File: src/rtl/matrix_stream_pkg.sv
// rtl/matrix_stream_pkg.sv - shared types and constants for the matrix stream generator
package matrix_stream_pkg;

    typedef enum logic [2:0] {
        IDLE,
        DELAY,
        HEADER,
        PAYLOAD,
        GAP
    } state_e;

    localparam logic [7:0]  HDR_MAGIC  = 8'hFF;
    localparam logic [1:0]  MODE_CONST = 2'd0;
    localparam logic [1:0]  MODE_INCR  = 2'd1;
    localparam logic [1:0]  MODE_LFSR  = 2'd2;
    localparam logic [31:0] LFSR_TAPS  = 32'h80200003;

    // Right-shifting Galois form of x^32+x^22+x^2+x+1
    function automatic logic [31:0] lfsr_step(input logic [31:0] w);
        return w[0] ? ((w >> 1) ^ LFSR_TAPS) : (w >> 1);
    endfunction

    // An all-zero LFSR state would lock up, so seed 0 starts from 1
    function automatic logic [31:0] first_word(input logic [31:0] seed, input logic [1:0] mode);
        return (mode == MODE_LFSR && seed == 32'd0) ? 32'd1 : seed;
    endfunction

endpackage

File: src/rtl/stream_pattern_gen.sv
// rtl/stream_pattern_gen.sv - payload pattern source; word_o is always the next beat to send
module stream_pattern_gen
    import matrix_stream_pkg::*;
(
    input  logic        clk,
    input  logic        reset,
    input  logic        load_i,
    input  logic        restart_i,
    input  logic        advance_i,
    input  logic [31:0] seed_i,
    input  logic [1:0]  mode_i,
    output logic [31:0] word_o
);

    logic [31:0] seed_q, seed_d;
    logic [31:0] word_q, word_d;
    logic [1:0]  mode_q, mode_d;

    always_comb begin
        seed_d = seed_q;
        mode_d = mode_q;
        word_d = word_q;
        if (load_i) begin
            seed_d = seed_i;
            mode_d = (mode_i == MODE_INCR || mode_i == MODE_LFSR) ? mode_i : MODE_CONST;
            word_d = first_word(seed_i, mode_d);
        end else if (restart_i) begin
            word_d = first_word(seed_q, mode_q);
        end else if (advance_i) begin
            case (mode_q)
                MODE_INCR: word_d = word_q + 32'd1;
                MODE_LFSR: word_d = lfsr_step(word_q);
                default:   word_d = word_q;
            endcase
        end
    end

    always_ff @(posedge clk or posedge reset) begin
        if (reset) begin
            seed_q <= '0;
            mode_q <= MODE_CONST;
            word_q <= '0;
        end else begin
            seed_q <= seed_d;
            mode_q <= mode_d;
            word_q <= word_d;
        end
    end

    assign word_o = word_q;

endmodule

File: src/rtl/matrix_stream_generator.sv
// rtl/matrix_stream_generator.sv - run-time configured framed AXI4-Stream stimulus source
module matrix_stream_generator
    import matrix_stream_pkg::*;
#(
    parameter int DATA_W = 32,
    parameter int LEN_W  = 16,
    parameter int FRM_W  = 8
) (
    input  logic              clk,
    input  logic              reset,
    input  logic              start,
    input  logic [LEN_W-1:0]  cfg_len,
    input  logic [FRM_W-1:0]  cfg_frames,
    input  logic [LEN_W-1:0]  cfg_delay,
    input  logic [LEN_W-1:0]  cfg_gap,
    input  logic [1:0]        cfg_mode,
    input  logic [31:0]       cfg_seed,
    output logic [DATA_W-1:0] out_TDATA,
    output logic              out_TVALID,
    output logic              out_TLAST,
    input  logic              out_TREADY,
    output logic              busy,
    output logic              done
);

    state_e             state_q;
    logic [LEN_W-1:0]   len_q, delay_q, gap_q, cnt_q;
    logic [FRM_W-1:0]   frames_q, frm_q;
    logic [DATA_W-1:0]  tdata_q;
    logic               tvalid_q, tlast_q, busy_q, done_q;

    logic               hs, last_frame;
    logic [LEN_W-1:0]   cnt_inc, beat_nxt, len_m1;
    logic [31:0]        pat_word;

    function automatic logic [DATA_W-1:0] hdr_of(input logic [LEN_W-1:0] l);
        return DATA_W'({HDR_MAGIC, 8'h00, 16'(l)});
    endfunction

    assign hs         = tvalid_q & out_TREADY;
    assign last_frame = (frm_q == frames_q - 1'b1);
    assign cnt_inc    = cnt_q + 1'b1;
    assign len_m1     = len_q - 1'b1;
    assign beat_nxt   = (state_q == HEADER) ? '0 : cnt_inc;

    stream_pattern_gen u_pattern (
        .clk       (clk),
        .reset     (reset),
        .load_i    ((state_q == IDLE) & start),
        .restart_i (hs & tlast_q),
        .advance_i (hs & ~tlast_q),
        .seed_i    (cfg_seed),
        .mode_i    (cfg_mode),
        .word_o    (pat_word)
    );

    // Outputs only change when no beat is pending or the pending beat is taken
    always_ff @(posedge clk or posedge reset) begin
        if (reset) begin
            state_q  <= IDLE;
            len_q    <= '0;
            delay_q  <= '0;
            gap_q    <= '0;
            cnt_q    <= '0;
            frames_q <= '0;
            frm_q    <= '0;
            tdata_q  <= '0;
            tvalid_q <= 1'b0;
            tlast_q  <= 1'b0;
            busy_q   <= 1'b0;
            done_q   <= 1'b0;
        end else begin
            done_q <= 1'b0;
            case (state_q)
                IDLE: if (start) begin
                    len_q    <= cfg_len;
                    frames_q <= (cfg_frames == '0) ? {{(FRM_W-1){1'b0}}, 1'b1} : cfg_frames;
                    delay_q  <= cfg_delay;
                    gap_q    <= cfg_gap;
                    cnt_q    <= '0;
                    frm_q    <= '0;
                    busy_q   <= 1'b1;
                    if (cfg_delay == '0) begin
                        state_q  <= HEADER;
                        tvalid_q <= 1'b1;
                        tdata_q  <= hdr_of(cfg_len);
                        tlast_q  <= (cfg_len == '0);
                    end else begin
                        state_q <= DELAY;
                    end
                end
                DELAY: if (out_TREADY) begin
                    if (cnt_inc == delay_q) begin
                        cnt_q    <= '0;
                        state_q  <= HEADER;
                        tvalid_q <= 1'b1;
                        tdata_q  <= hdr_of(len_q);
                        tlast_q  <= (len_q == '0);
                    end else begin
                        cnt_q <= cnt_inc;
                    end
                end
                HEADER, PAYLOAD: if (out_TREADY) begin
                    if (tlast_q) begin
                        cnt_q <= '0;
                        if (last_frame) begin
                            state_q  <= IDLE;
                            tvalid_q <= 1'b0;
                            tdata_q  <= '0;
                            tlast_q  <= 1'b0;
                            busy_q   <= 1'b0;
                            done_q   <= 1'b1;
                        end else begin
                            frm_q <= frm_q + 1'b1;
                            if (gap_q == '0) begin
                                state_q <= HEADER;
                                tdata_q <= hdr_of(len_q);
                                tlast_q <= (len_q == '0);
                            end else begin
                                state_q  <= GAP;
                                tvalid_q <= 1'b0;
                                tdata_q  <= '0;
                                tlast_q  <= 1'b0;
                            end
                        end
                    end else begin
                        state_q <= PAYLOAD;
                        cnt_q   <= beat_nxt;
                        tdata_q <= DATA_W'(pat_word);
                        tlast_q <= (beat_nxt == len_m1);
                    end
                end
                GAP: begin
                    if (cnt_inc == gap_q) begin
                        cnt_q    <= '0;
                        state_q  <= HEADER;
                        tvalid_q <= 1'b1;
                        tdata_q  <= hdr_of(len_q);
                        tlast_q  <= (len_q == '0);
                    end else begin
                        cnt_q <= cnt_inc;
                    end
                end
                default: state_q <= IDLE;
            endcase
        end
    end

    assign out_TDATA  = tdata_q;
    assign out_TVALID = tvalid_q;
    assign out_TLAST  = tlast_q;
    assign busy       = busy_q;
    assign done       = done_q;

endmodule
File: config.mk
export PLATFORM = sky130hd
export DESIGN_NAME = matrix_stream_generator
export DESIGN_NICKNAME = d
export VERILOG_FILES = /design/src/rtl/matrix_stream_pkg.sv /design/src/rtl/stream_pattern_gen.sv /design/src/rtl/matrix_stream_generator.sv
export SDC_FILE = /design/constraint.sdc
export NUM_CORES = 1
export LEC_CHECK = 0
export ABC_AREA = 1
export CORE_MARGIN = 4
export CORE_UTILIZATION = 30
export DETAILED_ROUTE_END_ITERATION = 12
export PLACE_DENSITY = 0.5
export SLEW_MARGIN = 10
export SYNTH_ARGS = -nofsm -noshare
export SYNTH_HDL_FRONTEND = slang
export SYNTH_SLANG_ARGS = --single-unit
File: constraint.sdc
create_clock -name clk -period 7.8 [get_ports clk]
set_input_delay 1.17 -clock clk [delete_from_list [all_inputs] [get_ports clk]]
set_output_delay 1.17 -clock clk [all_outputs]
set_load 0.01 [all_outputs]
* After elaboration in Yosys (flattened, before gate mapping)
Index checks and enable logic that the tools add are counted.
** Storage, ports and cells
- Register bits after elaboration :: 185
- Bits of input ports :: 94
- Word-level logic and storage cells :: 144
** Operators by class
- $add $sub $neg :: 5
- Eq/ne operators :: 23
- Multiplexer cells :: 71
- Bitwise logic cells :: 6
- Reduce and logical (&&, ||, !) cells :: 24
** Operators by type and width (count)
- $mux W32 :: 15
- $pmux W32 S4 :: 1
- $mux W16 :: 7
- $logic_not A16 Y1 :: 4
- $logic_not A32 Y1 :: 2
- $pmux W16 S4 :: 1
- $pmux W32 S2 :: 1
- $eq A16 B16 Y1 :: 3
- $mux W8 :: 5
- $add A32 B1 Y32 const B :: 1
- $mux W1 :: 26
- $mux W3 :: 8
- $add A16 B1 Y16 const B :: 1
- $ne A2 B2 Y1 const B :: 8
- $pmux W8 S2 :: 1
- $sub A16 B1 Y16 const B :: 1
- $reduce_and A5 Y1 :: 3
- $pmux W3 S4 :: 1
- $reduce_and A9 Y1 :: 1
- $add A8 B1 Y8 const B :: 1
- $eq A8 B8 Y1 :: 1
- $logic_not A8 Y1 :: 1
- $pmux W1 S4 :: 2
- $reduce_bool A4 Y1 :: 2
- 22 further kinds :: 32

* Depth between registers and ports, before layout
Gate-level depths: netlist (run 1).
- Word-level depth :: 7
- Gate-level depth with buffers :: 19
- Mapped depth without buffers :: 18

* Cells and area by module
A second synthesis (run 1) with hierarchy kept.
** Unflattened totals
- Cells, all modules :: 1894
- Area total of the unflattened synthesis :: 12206.7 um2
** Modules (own cells, without submodules)
- matrix_stream_generator :: times used 1, cells an instance 1131, area each 7469.7 um2, sequential area each 2977.9 um2
- stream_pattern_gen :: times used 1, cells an instance 763, area each 4737.0 um2, sequential area each 1651.6 um2

* Worst setup path before layout (run 1)
No wires, ideal clock.
- Path kind :: input to register
- From :: input cfg_delay[1]
- To :: register tlast_q, in the netlist out_TLAST
- Setup time :: 0.116 ns
- Arrival :: 2.238 ns
- Data required time :: 7.684 ns
- Slack :: 5.446 ns
- Stages on the path :: 7
- Buffers on the path :: 1
- Path through :: nor4_1 nand4_1 a21oi_1 nand4_2 buf_2 nand2_1 nand2_1
** Between the ends
- Word-level cells in the longest chain between the ends :: 3
** Ends and longest elaborated chain
- start, declared :: line matrix_stream_generator.sv:14 : input logic [LEN_W-1:0] cfg_delay,
- $logic_not A16 Y1 :: line matrix_stream_generator.sv:83 : if (cfg_delay == '0) begin
- $ne A2 B1 Y1 (no line)
- $reduce_and A7 Y1 (no line)
- end signal, assigned :: line matrix_stream_generator.sv:87 : tlast_q <= (cfg_len == '0);
- end signal, assigned :: line matrix_stream_generator.sv:98 : tlast_q <= (len_q == '0);
- end signal, assigned :: line matrix_stream_generator.sv:118 : tlast_q <= (len_q == '0);
- end, declared :: line matrix_stream_generator.sv:30 : logic tvalid_q, tlast_q, busy_q, done_q;
No other way between the ends.
A chain may end at the register's enable or synchronous reset.

* Worst setup path in the final report (run 1)
- From :: register cnt_q[0]
- To :: register tdata_q[25], in the netlist out_TDATA[25]
** Between the ends
- Word-level cells in the longest chain between the ends :: 4
** Ends and longest elaborated chain
- start, declared :: line matrix_stream_generator.sv:27 : logic [LEN_W-1:0] len_q, delay_q, gap_q, cnt_q;
- start signal, assigned :: line matrix_stream_generator.sv:100 : cnt_q <= cnt_inc;
- start signal, assigned :: line matrix_stream_generator.sv:128 : cnt_q <= beat_nxt;
- start signal, assigned :: line matrix_stream_generator.sv:141 : cnt_q <= cnt_inc;
- $add A16 B1 Y16 (*) :: line matrix_stream_generator.sv:42 : assign cnt_inc = cnt_q + 1'b1;
- $eq A16 B16 Y1, on equally long branches :: line matrix_stream_generator.sv:134, matrix_stream_generator.sv:93
- $ne A2 B2 Y1 (no line)
- $reduce_and A7 Y1 (no line) (*)
- end signal, assigned :: line matrix_stream_generator.sv:86 : tdata_q <= hdr_of(cfg_len);
- end signal, assigned :: line matrix_stream_generator.sv:129 : tdata_q <= DATA_W'(pat_word);
- end signal, assigned :: line matrix_stream_generator.sv:138 : tdata_q <= hdr_of(len_q);
- end, declared :: line matrix_stream_generator.sv:29 : logic [DATA_W-1:0] tdata_q;
Mark *: on every way between the ends. The rest lies on a longest branch, timed or not.

==> flow_metrics.py, run 1 <==
metrics = {
    "place": {
        "gp_congestion": 0.868,
        "dp_hpwl_um": 30200,
        "port_buffers": 129,
    },
    "layout": {
        "layout.nets": 1967,
        "final_common_cell": "nand2_1",
        "layout_common_cells": "544 x nand2_1, 210 x inv_1, 185 x dfrtp_1",
        "area_growth_pct": 19.4,
        "final_layout_size_suffix_gt1_share_pct": 5.11,
        "multi_input_area_sq_um": 6390,
        "fillCellCount": 4365,
        "seq_area_sq_um": 4630,
    },
    "worst_setup_path": {
        "startpoint_type": "register",
        "reg2reg_from": "cnt_q[0]$_DFFE_PP0P_",
        "reg2reg_to": "out_TDATA[25]$_DFFE_PP0P_",
        "rrSetupSlack_ps": 3980,
        "end_kind": "register",
        "required_ps": 8150,
        "cp_max_fo": 33,
        "arrival_ps": 4160,
        "path_class": "register to register",
        "rr_worst_depth": 14,
    },
    "die": {
        "fp.dieH_um": 209,
        "initial_utilization_pct": 30.5,
        "num_rows": 73,
        "ioPinCount": 130,
        "die_area_sq_um": 43700,
        "die_w_um": 209,
        "design.core.area_sq_um": 39800,
    },
    "timing": {
        "finalSetupTns_ps": 0,
        "final.period_utilization_pct": 48.9,
        "setup_viol": 0,
        "relSlewSlack_pct": 28.1,
        "rsz0062_at_grt": "no",
        "fin_hold_ws_ps": 484,
        "clock_skew_ps": 16.8,
        "hold_viol": 0,
        "drv_slew": 0,
        "worstMarginPinSlew_ps": 1070,
        "fmax_mhz": 262,
        "min_period_ps": 3820,
    },
    "logic_synthesis": {
        "ys_seq_elements": 185,
        "synth-async-reset-ratio_pct": 100,
        "yosysSeqAreaShare_pct": 38.2,
        "yosys_warnings": 0,
        "synth_area_sq_um": 12100,
        "yosys_most_used_dff": "dfrtp_1",
        "synthCells": 1775,
        "synth_fp_nets": 1876,
        "syn_area_per_cell_sq_um": 6.84,
        "synth_edf_count": 0,
        "ys_types": 49,
    },
    "clock_network": {
        "cts_tree": "built",
        "cts_setup_buffers": 0,
        "clkLatencyLatePin_ps": 460,
        "clkSinkCount": 185,
        "ctsResizeCount": 0,
        "cts_hold_buf": 0,
        "htreeDepth": 4,
        "clk_pin_slew_ps": 80,
        "cts_root_buf": "clkbuf_16",
        "cts_buffers": 17,
        "clock_path_buffers": 2,
    },
    "global_routing": {
        "use_met3_pct": 3.11,
        "antenna_found_initial": 0,
        "grt_overflow": 0,
        "grt_pass1_vias": 11800,
        "grt.met1_usage_pct": 23.3,
        "grt_max_degree": 121,
        "use_met2_pct": 32.5,
        "track_usage_pct": 18.6,
        "grt_pass1_wl_um": 65300,
        "grt.busiest_layer": "met2",
    },
    "power": {
        "pwr-share-seq_pct": 33.9,
        "p_total_mw": 5.18,
        "p_clk_share_pct": 16.8,
        "switchingPower_mw": 2.43,
        "power_density_nw_per_um2": 358,
        "ir_worst_vdd_mv": 0.173,
        "combPwrFrac_pct": 49.4,
        "p_int_mw": 2.75,
        "switching_share_pct": 46.9,
        "leakage_nw": 6.95,
    },
    "run": {
        "cap_viol_max_count": 0,
    },
    "detailed_routing": {
        "vias_per_cell": 4.97,
        "drc": 0,
        "dr.pass1.iters": 5,
        "via_count": 11900,
        "drtIter0Drc": 825,
        "antenna_left": 0,
        "post_drt_wl_per_cell_um": 17.1,
        "drt-total-wl_um": 41100,
    },
    "hold_path": {
        "min_to": "out_TDATA[22]$_DFFE_PP0P_",
        "hp-class": "register to register",
        "min_delay_path_depth": 2,
        "min-delay-start": "out_TDATA[22]$_DFFE_PP0P_",
    },
    "run_status": {
        "status": "complete, no violations",
    },
}
## sequential cells by signal (all words and copies together) (netlist names), 2 cells and up
register	count
state_q	3
u_pattern.mode_q	2
frm_q	8
out_TDATA	32
gap_q	16
cnt_q	16
u_pattern.seed_q	32
u_pattern.word_o	32
frames_q	8
len_q	16
delay_q	16
## cell families after synthesis
logic type               count (synthesis)  share of synthesized area, %
AO/OA/AOI/OAI                          280                          13.6
XOR/XNOR                                50                          3.85
adder cells (fa/ha/maj)                  7                         0.722
buffers and inverters                  293                          9.32
flip-flops                             185                          38.2
AND/OR/NAND/NOR                        960                          34.3
## critical path, cell delays in order (launching register included)
cell     delay [ps]
dfrtp_1         470
ha_1            220
nand2_2         130
nor2_1          310
nand4_1         250
nand2_1         180
nand2_1          60
nand2_1          50
nand3_1          70
nor2_2          190
nand3_2         360
nand2_2         260
nand4_2         760
nand2_1         260
nand2_1          80
## synth_stat cells, drive strengths merged (11+ instances only)
cell type    n  area [sq um]
nand2      561          2160
inv        215           807
dfrtp      185          4630
nor2       159           667
o21ai      149           753
nand3      146           758
clkbuf      55           206
nand4       47           300
a21oi       39           195
xor2        38           333
o221ai      23           201
nor3        20           100
a22oi       18           135
buf         17          95.1
o22ai       12          75.1
nor4        11          75.1
## routing by layer
layer / share of wire, % / vias to the layer above
met5: 0 / -
met2: 50 / 268
li1: - / 5968
met4: 3.2 / 0
met1: 44 / 5646
met3: 3.6 / 63
## stage by stage
| step | utilization [%] | setup slack, ps | area [sq um] | std cells |
|---|---|---|---|---|
| 3_3_place_gp | 34.9 | 3530 | 13900 | 2372 |
| 4_1_cts | 36.3 | 3940 | 14500 | 2404 |
| 6_report | 36.4 | 3980 | 14500 | 2405 |
| 2_1_floorplan | - | 1600 | 12100 | 1775 |
| 5_1_grt | 36.4 | 3610 | 14500 | 2404 |
| 3_5_place_dp | 34.9 | 3450 | 13900 | 2372 |
## layout make-up
type                       instances  share of cell area (%)
multi-input combinational       1297                    44.1
clock buffer                      19                    3.06
tap                              525                    4.54
inverter                         221                    5.79
timing repair buffer             144                    9.69
antenna                            1                  0.0173
clock inverter                    13                   0.812
sequential                       185                    32.0
## power by group through the flow
stage	Combinational, mW	Sequential (mW)	Clock, mW
after detailed placement	2.58	1.76	0
after floorplan	1.81	1.65	0
final	2.56	1.75	0.868
after global placement	2.55	1.77	0
after global routing	2.93	1.81	0.934
after CTS	2.59	1.75	0.895
## how the worst max path moves through the flow
stage | depth (start not counted) | slack [ps] | from | to
after floorplan | 1 | 1600 | reset | busy$_DFFE_PP0P_
after global placement | 7 | 3530 | cfg_delay[1] | out_TDATA[16]$_DFFE_PP0P_
after detailed placement | 7 | 3450 | cfg_delay[1] | out_TDATA[12]$_DFFE_PP0P_
after CTS | 7 | 3940 | cfg_delay[1] | out_TDATA[12]$_DFFE_PP0P_
after global routing | 14 | 3610 | cnt_q[0]$_DFFE_PP0P_ | out_TDATA[15]$_DFFE_PP0P_
final | 14 | 3980 | cnt_q[0]$_DFFE_PP0P_ | out_TDATA[25]$_DFFE_PP0P_
(Power assumes the default switching activity.)
==> inputs of run 2 (changes only) <==
- PLACE_DENSITY: 0.5 -> 0.51
- clock period: 7.8 -> 3.4 ns (I/O delays scaled with it)
==> flow_metrics.py, run 2 (same netlist as run 1, synthesis figures left out) <==
metrics = {
    "run_status": {
        "status": "complete, no violations",
    },
    "clock_network": {
        "cts_hold_buf": 0,
        "cts_tree": "built",
        "cts_setup_buffers": 0,
        "clock_path_buffers": 2,
        "clkLatencyLatePin_ps": 460,
        "ctsResizeCount": 0,
        "htreeDepth": 4,
        "clk_pin_slew_ps": 70,
        "cts_buffers": 17,
        "clkSinkCount": 185,
        "cts_root_buf": "clkbuf_16",
    },
    "global_routing": {
        "grt_pass1_vias": 11800,
        "grt.met1_usage_pct": 23.7,
        "grt_max_degree": 136,
        "grt_pass1_wl_um": 64900,
        "use_met3_pct": 3.15,
        "grt_overflow": 0,
        "track_usage_pct": 18.5,
        "use_met2_pct": 32.2,
        "antenna_found_initial": 0,
        "grt.busiest_layer": "met2",
    },
    "detailed_routing": {
        "vias_per_cell": 4.95,
        "drc": 0,
        "dr.pass1.iters": 5,
        "post_drt_wl_per_cell_um": 16.8,
        "antenna_left": 0,
        "drtIter0Drc": 936,
        "via_count": 12000,
        "drt-total-wl_um": 40700,
    },
    "timing": {
        "hold_viol": 0,
        "worstMarginPinSlew_ps": 735,
        "drv_slew": 0,
        "setup_viol": 0,
        "finalSetupTns_ps": 0,
        "clock_skew_ps": 10.3,
        "min_period_ps": 2850,
        "rsz0062_at_grt": "no",
        "relSlewSlack_pct": 50.7,
        "final.period_utilization_pct": 83.9,
        "fin_hold_ws_ps": 484,
        "fmax_mhz": 350,
    },
    "place": {
        "gp_congestion": 0.874,
        "dp_cells": 2390,
        "dp_hpwl_um": 30700,
        "port_buffers": 129,
    },
    "layout": {
        "antenna_cells": 0,
        "layout_common_cells": "544 x nand2_1, 210 x inv_1, 185 x dfrtp_1",
        "final_layout_size_suffix_gt1_share_pct": 6.01,
        "finalNonFillerCells": 2422,
        "finish.utilization_pct": 36.9,
        "layout.nets": 1985,
        "area_growth_pct": 21.2,
        "final_common_cell": "nand2_1",
    },
    "power": {
        "power_density_nw_per_um2": 819,
        "leakage_nw": 7.07,
        "ir_worst_vdd_mv": 0.405,
        "p_total_mw": 12.0,
    },
    "worst_setup_path": {
        "required_ps": 3750,
        "startpoint_type": "register",
        "cp_max_fo": 16,
        "arrival_ps": 3200,
        "rr_worst_depth": 14,
        "reg2reg_from": "cnt_q[0]$_DFFE_PP0P_",
        "cp_num_buf_inv": 0,
        "path_class": "register to register",
        "end_kind": "register",
        "reg2reg_to": "cnt_q[15]$_DFFE_PP0P_",
        "rrSetupSlack_ps": 550,
        "cpPeakStageDelay_ps": 510,
        "cpMostUsedCell": "nand2_1",
        "crit_path_top_delay_cell": "nand3_1",
        "critPathTopFamily": "simple AND/OR/NAND/NOR gates",
        "path_cells": "ha_1, nand2_2, nor2_1, nand3_1, nand2_1, nand2_1, nand2_1, nand4_1, nor2_1, nand3_1, nand3_1, nand3_1, nand2_1, nand2_1",
    },
    "die": {
        "fp.dieH_um": 209,
        "die_w_um": 209,
        "initial_utilization_pct": 30.5,
        "design.core.area_sq_um": 39800,
        "die_area_sq_um": 43700,
        "num_rows": 73,
        "ioPinCount": 130,
    },
    "run": {
        "cap_viol_max_count": 0,
    },
    "hold_path": {
        "hp-class": "input pin to asynchronous set/reset pin",
    },
}
[run 2: cell types whose count changed in the layout (fill, tap and decap cells not counted), sizes merged]
cell      delta
inv          -3
bufinv       +1
diode        -1
buf         +18
clkbuf       -1
clkinvlp     +3
[run 2: layer usage]
metal | wire length [um] | share of wire, %
met1 | 17600 | 43
met2 | 20200 | 50
met3 | 1960 | 4.8
met4 | 905 | 2.2
met5 | 0 | 0
[run 2: power by group]
part           internal (mW)  switching [mW]  leakage [nW]
combinational           2.23            3.75          4.50
sequential              3.12           0.900          2.30
clock                   1.09           0.944         0.274
[run 2: worst max-delay path by stage]
stage                                    start                        end  slack, ps  cells after the start
final                     cnt_q[0]$_DFFE_PP0P_      cnt_q[15]$_DFFE_PP0P_        550                     14
after floorplan                          reset           busy$_DFFE_PP0P_        510                      1
after global placement           cfg_delay[13]  out_TDATA[31]$_DFFE_PP0P_        460                     10
after detailed placement         cfg_delay[13]  out_TDATA[10]$_DFFE_PP0P_        440                     10
after CTS                 cnt_q[0]$_DFFE_PP0P_      cnt_q[15]$_DFFE_PP0P_        530                     14
after global routing      cnt_q[0]$_DFFE_PP0P_      cnt_q[15]$_DFFE_PP0P_        250                     16
[run 2: layout make-up]
| class | count | area, sq um |
|---|---|---|
| Clock buffer | 18 | 429 |
| Fill cell | 4312 | 25100 |
| Clock inverter | 14 | 148 |
| Tap cell | 525 | 657 |
| Inverter | 221 | 835 |
| Multi-Input combinational cell | 1297 | 6390 |
| Timing Repair Buffer | 162 | 1610 |
| Sequential cell | 185 | 4630 |
[run 2: stage by stage]
stage	setup slack (ps)	area, sq um
2_1_floorplan	511	12100
3_3_place_gp	462	14100
3_5_place_dp	439	14100
4_1_cts	526	14700
5_1_grt	249	14700
6_report	547	14700
